--- src/rtl/note_arbiter.sv ---
// note_arbiter: fixed-priority owner of the single tone generator, enforcing a minimum note hold.
// Define NOTE_GAP_EN to insert GAP_CYCLES silent cycles before every new tone.
module note_arbiter #(
  parameter int MIN_HOLD_CYCLES = 5_000_000,
  parameter int GAP_CYCLES      = 1_000_000
) (
  input  logic        clk,
  input  logic        reset,
  input  logic [2:0]  req,
  input  logic [11:0] note_req,
  input  logic [5:0]  octave_req,
  output logic [2:0]  grant,
  output logic [3:0]  note_out,
  output logic [1:0]  octave_out,
  output logic        busy
);
  localparam int HW = $clog2(MIN_HOLD_CYCLES + 1);

  if (MIN_HOLD_CYCLES < 1 || GAP_CYCLES < 1) begin : g_param_check
    $error("note_arbiter: MIN_HOLD_CYCLES and GAP_CYCLES must be >= 1");
  end

`ifdef NOTE_GAP_EN
  localparam int GW = $clog2(GAP_CYCLES + 1);
  typedef enum logic [1:0] {IDLE, PLAY, GAP} state_t;
  logic [GW-1:0] gap_cnt_q;
`else
  typedef enum logic [1:0] {IDLE, PLAY} state_t;
`endif

  state_t        state_q;
  logic [HW-1:0] hold_cnt_q, hold_cnt_d;
  logic [2:0]    act, win_oh;
  logic [3:0]    win_note;
  logic [1:0]    win_oct;
  logic          any_act, hold_met, tone_change;

  for (genvar gi = 0; gi < 3; gi++) begin : g_act
    assign act[gi] = req[gi] && (note_req[4*gi +: 4] != 4'd0);
  end

  // Lowest set bit of act is the highest-priority active source.
  assign win_oh  = act & (~act + 3'd1);
  assign any_act = |act;

  always_comb begin
    win_note = 4'd0;
    win_oct  = 2'd0;
    if (act[0]) begin
      win_note = note_req[3:0];
      win_oct  = octave_req[1:0];
    end else if (act[1]) begin
      win_note = note_req[7:4];
      win_oct  = octave_req[3:2];
    end else if (act[2]) begin
      win_note = note_req[11:8];
      win_oct  = octave_req[5:4];
    end
  end

  assign hold_met    = hold_cnt_q >= HW'(MIN_HOLD_CYCLES);
  assign hold_cnt_d  = hold_met ? hold_cnt_q : hold_cnt_q + HW'(1);
  // Covers preemption, hand-over to a lower source and re-tone by the owner.
  assign tone_change = (win_oh != grant) || (win_note != note_out) || (win_oct != octave_out);
  assign busy        = (state_q != IDLE);

  always_ff @(posedge clk or posedge reset) begin
    if (reset) begin
      state_q    <= IDLE;
      grant      <= 3'd0;
      note_out   <= 4'd0;
      octave_out <= 2'd0;
      hold_cnt_q <= '0;
`ifdef NOTE_GAP_EN
      gap_cnt_q  <= '0;
`endif
    end else begin
      case (state_q)
        IDLE: begin
          if (any_act) begin
            state_q    <= PLAY;
            grant      <= win_oh;
            note_out   <= win_note;
            octave_out <= win_oct;
            hold_cnt_q <= HW'(1);
          end
        end
        PLAY: begin
          hold_cnt_q <= hold_cnt_d;
          if (hold_met && (!any_act || tone_change)) begin
`ifdef NOTE_GAP_EN
            state_q    <= GAP;
            gap_cnt_q  <= GW'(1);
            grant      <= 3'd0;
            note_out   <= 4'd0;
            octave_out <= 2'd0;
`else
            if (any_act) begin
              grant      <= win_oh;
              note_out   <= win_note;
              octave_out <= win_oct;
              hold_cnt_q <= HW'(1);
            end else begin
              state_q    <= IDLE;
              grant      <= 3'd0;
              note_out   <= 4'd0;
              octave_out <= 2'd0;
            end
`endif
          end
        end
`ifdef NOTE_GAP_EN
        GAP: begin
          if (gap_cnt_q < GW'(GAP_CYCLES)) begin
            gap_cnt_q <= gap_cnt_q + GW'(1);
          end else begin
            gap_cnt_q <= '0;
            if (any_act) begin
              state_q    <= PLAY;
              grant      <= win_oh;
              note_out   <= win_note;
              octave_out <= win_oct;
              hold_cnt_q <= HW'(1);
            end else begin
              state_q <= IDLE;
            end
          end
        end
`endif
        default: state_q <= IDLE;
      endcase
    end
  end
endmodule
--- config.mk ---
export PLATFORM = sky130hd
export DESIGN_NAME = note_arbiter
export DESIGN_NICKNAME = d
export VERILOG_FILES = /design/src/rtl/note_arbiter.sv
export SDC_FILE = /design/constraint.sdc
export NUM_CORES = 1
export LEC_CHECK = 0
export BUFFER_PORTS_ARGS = -buffer_cell sky130_fd_sc_hd__buf_2
export CAP_MARGIN = 20
export CORE_MARGIN = 2
export CORE_UTILIZATION = 52
export CTS_CLUSTER_SIZE = 14
export DETAILED_ROUTE_END_ITERATION = 12
export PLACE_DENSITY = 0.79
export SLEW_MARGIN = 25
export SYNTH_ARGS = -nofsm -noshare
export SYNTH_HDL_FRONTEND = slang
export SYNTH_SLANG_ARGS = --single-unit
--- constraint.sdc ---
create_clock -name clk -period 2.45 [get_ports clk]
set_input_delay 0.245 -clock clk [delete_from_list [all_inputs] [get_ports clk]]
set_output_delay 0.245 -clock clk [all_outputs]
set_load 0.03 [all_outputs]
==> out/qor.csv <==
metric,value,unit
outcome,"finished, final reports clean",
path_buf_inv,6,
via_per_inst,6.083,
grt_pass1_vias,2454,
clock-sinks,33,
crit_chain,"buf_2, o41ai_4, buf_4, nand3_1, o2bb2ai_1, xnor2_1, nor4_4, buf_4, buf_4, buf_4, buf_4, a32oi_1, nand2_1",
start_kind,input pin,
first_pass_iters,4,
p_int,1459,uW
drive_gt1_share,32.02,%
ys_seq_area_share,34.92,%
rr_startpoint,hold_cnt_q[0]$_DFFE_PP0P_,
max_freq,426.6,MHz
post-route-drc-count,0,
grt_pass1_wl,10750,um
pwr_density_cell,800.9,nW/um2
synth_area,2365,um2
place_ws,-234.1,ps
wl_per_cell,15.96,um
swShare,41.30,%
total_power,2486,uW
yosys-top-cells-count,"dfrtp_1 (33), nand2_1 (25), nor2_1 (19)",
critPathKind,in -> reg,
irDropWorstVdd,505.7,uV
end_kind,flop,
critPathSlowestCell,o41ai_4,
worst_slack,105.8,ps
worstSkewPairLatency,290,ps
dieArea,5103,um2
min_period,2344,ps
grt_max_degree,34,
hold_path.class,in -> async,
fin_skew,5.704,ps
whs,30.45,ps
hold_violations,0,
r2r-end,hold_cnt_q[9]$_DFFE_PP0P_,
leakage,0.001421,uW
syn_area_per_cell,8.506,um2
grt_setup_unrepaired,false,
cts_hold_buffers,0,
power_frac_clock,18.6,%
synth_fa_ha_area_share,1.058,%
cp_common_cell,buf_4,
power_frac_seq,40.3,%
yosys.area_share.simple,27.04,%
ctsHtreeMaxLevel,2,
grt.total_usage,26.28,%
synthMostInstantiatedCell,dfrtp_1,
max_slew_margin,69.67,%
synth-edff-count,0,
portBuffers,32,
yosysUniqueCellTypes,62,
vias,2482,
hpwl,4657,um
synthesis.nets,303,
synth_top_family_by_area,simple AND/OR/NAND/NOR gates,
die_x,71.44,um
nNetsFinal,380,
gp_congestion,0.8713,
antennaDiodeCount,0,
initial_utilization,54.31,%
synth_area_leaders,"dfrtp_1 (35%), nand2_1 (4.0%), nand3_1 (3.8%)",
grt_overflow,0,
crit_family,buffers and inverters,
final-setup-viol-count,0,
synth-seq-cells,33,
power.switching,1027,uW
cts_root_buf,clkbuf_8,
netlist_instances,278,
yosysWarnings,0,
worstPathMaxFanout,5,
ys.flop_type,dfrtp_1,
wirelength,6510,um
r2r.worst_path.cells,9,
clockBufferDepth,2,
max_stage_delay,520,ps
ios,33,
synthMuxAreaShare,1.323,%
synth_top_area_cell,dfrtp_1,
synthArstFlopShare,100.0,%
synth_compound_area_share,25.08,%
arrival,2520,ps
ant_nets,0,
maxSlewViolCount,0,
die_h,71.44,um
clk_pin_slew_worst_paths,60,ps
p_comb_share,41.1,%
finalCritPeriodShare,95.68,%
worst_pin_slew,453.5,ps
rrSetupSlack,130,ps
cts_tree,yes,
area_delta_synth_final,31.27,%
drt-initial-drc-count,127,
synth_xor_area_share,5.926,%
core,4354,um2
cp.required,2620,ps
antenna_found_initial,0,
maxCapViolations,0,
synth_top_area_share,34.92,%
cts_made_buffers,5,
row_count,24,
worst reg2reg max path: cells and delay by family, from the launching register on:
kind / cells / cell delay [ps]
compound gates: 2 / 380
fa+ha+maj: 1 / 210
buf+inv: 2 / 290
flops: 1 / 380
simple gates: 4 / 970
cell families (layout without fill, tap and decap cells):
| logic type | count (synthesis) | after routing |
|---|---|---|
| fa+ha+maj | 2 | 2 |
| mux | 3 | 3 |
| compound gates | 76 | 76 |
| xor+xnor | 16 | 16 |
| buf+inv | 29 | 107 |
| flops | 33 | 33 |
| simple gates | 119 | 119 |
layout by cell type, fill, tap and decap left out, drive strengths merged, types with 3 or more instances in the layout:
cell and count:
nor2b 4, and2 4, o221ai 4, nor2 19, nand3 18, nor3 9, o41a 3, o211ai 4
or3 4, nand2 25, o21bai 3, o41ai 3, or2 4, o31ai 4, inv 16, o2bb2ai 3
buf 82, o32ai 4, a21oi 7, a31oi 3, o21ai 15, a21boi 3, xnor2 7, nand4 6
or4 4, clkbuf 7, and3 11, xor2 9, dfrtp 33, a211oi 3
metrics by stage:
stage / setup TNS, ps / instance area [um2] / utilization [%] / cells
finish: 0 / 3104 / 71.29 / 408
global route: 0 / 3104 / 71.29 / 408
CTS: 0 / 2994 / 68.76 / 400
detailed placement: -4207 / 2889 / 66.35 / 392
global placement: -1532 / 2889 / 66.35 / 392
floorplan: -1167 / 2402 / - / 278
worst max-delay path by stage:
stage,start,end,slack (ps),cells past startpoint
after global routing,hold_cnt_q[0]$_DFFE_PP0P_,hold_cnt_q[1]$_DFFE_PP0P_,5,9
after global placement,note_req[6],hold_cnt_q[9]$_DFFE_PP0P_,-130,9
after CTS,hold_cnt_q[0]$_DFFE_PP0P_,hold_cnt_q[9]$_DFFE_PP0P_,30,9
final,note_req[4],hold_cnt_q[7]$_DFFE_PP0P_,110,13
after detailed placement,note_req[1],note_out[1]$_DFFE_PP0P_,-230,9
after floorplan,note_req[7],hold_cnt_q[20]$_DFFE_PP0P_,-100,9
routing by layer:
layer  track usage, %  part of all wire, %  up-vias
li1                 -                    -     1197
met1            31.68                   43     1196
met2            46.30                   51       74
met3            3.657                  4.3       15
met5                0                    0        -
met4            12.16                  1.8        0
power groups by stage:
stage               logic (uW)  registers [uW]  clock network (uW)
floorplan                  584            1060                   0
global placement           948             987                   0
detailed placement         973             993                   0
CTS                        979             988                 469
global route              1130            1030                 487
finish                    1020            1000                 463
area by class of cell:
| type | count | area [um2] |
|---|---|---|
| fill | 339 | 1250 |
| sequential | 33 | 828.3 |
| clock inverter | 1 | 5.005 |
| tap | 52 | 65.06 |
| inverter | 17 | 63.81 |
| timing repair buffer | 82 | 536.8 |
| multi-input combinational | 216 | 1509 |
| clock buffer | 7 | 96.34 |
state kept, by name, summed over array words and instances, names as in the netlist:
signal and count:
hold_cnt_q 23, grant 3, state_q 1, note_out 4, octave_out 2
what timing repair did:
action,4_1_cts,5_1_grt
endpoints found under the hold margin,0,0
pin swaps,0,7
cloned,0,1
gates resized for setup,1,13
endpoints found under the setup margin,1,17
setup buffers,0,7
Note: power is estimated with default switching activity, not from simulation.
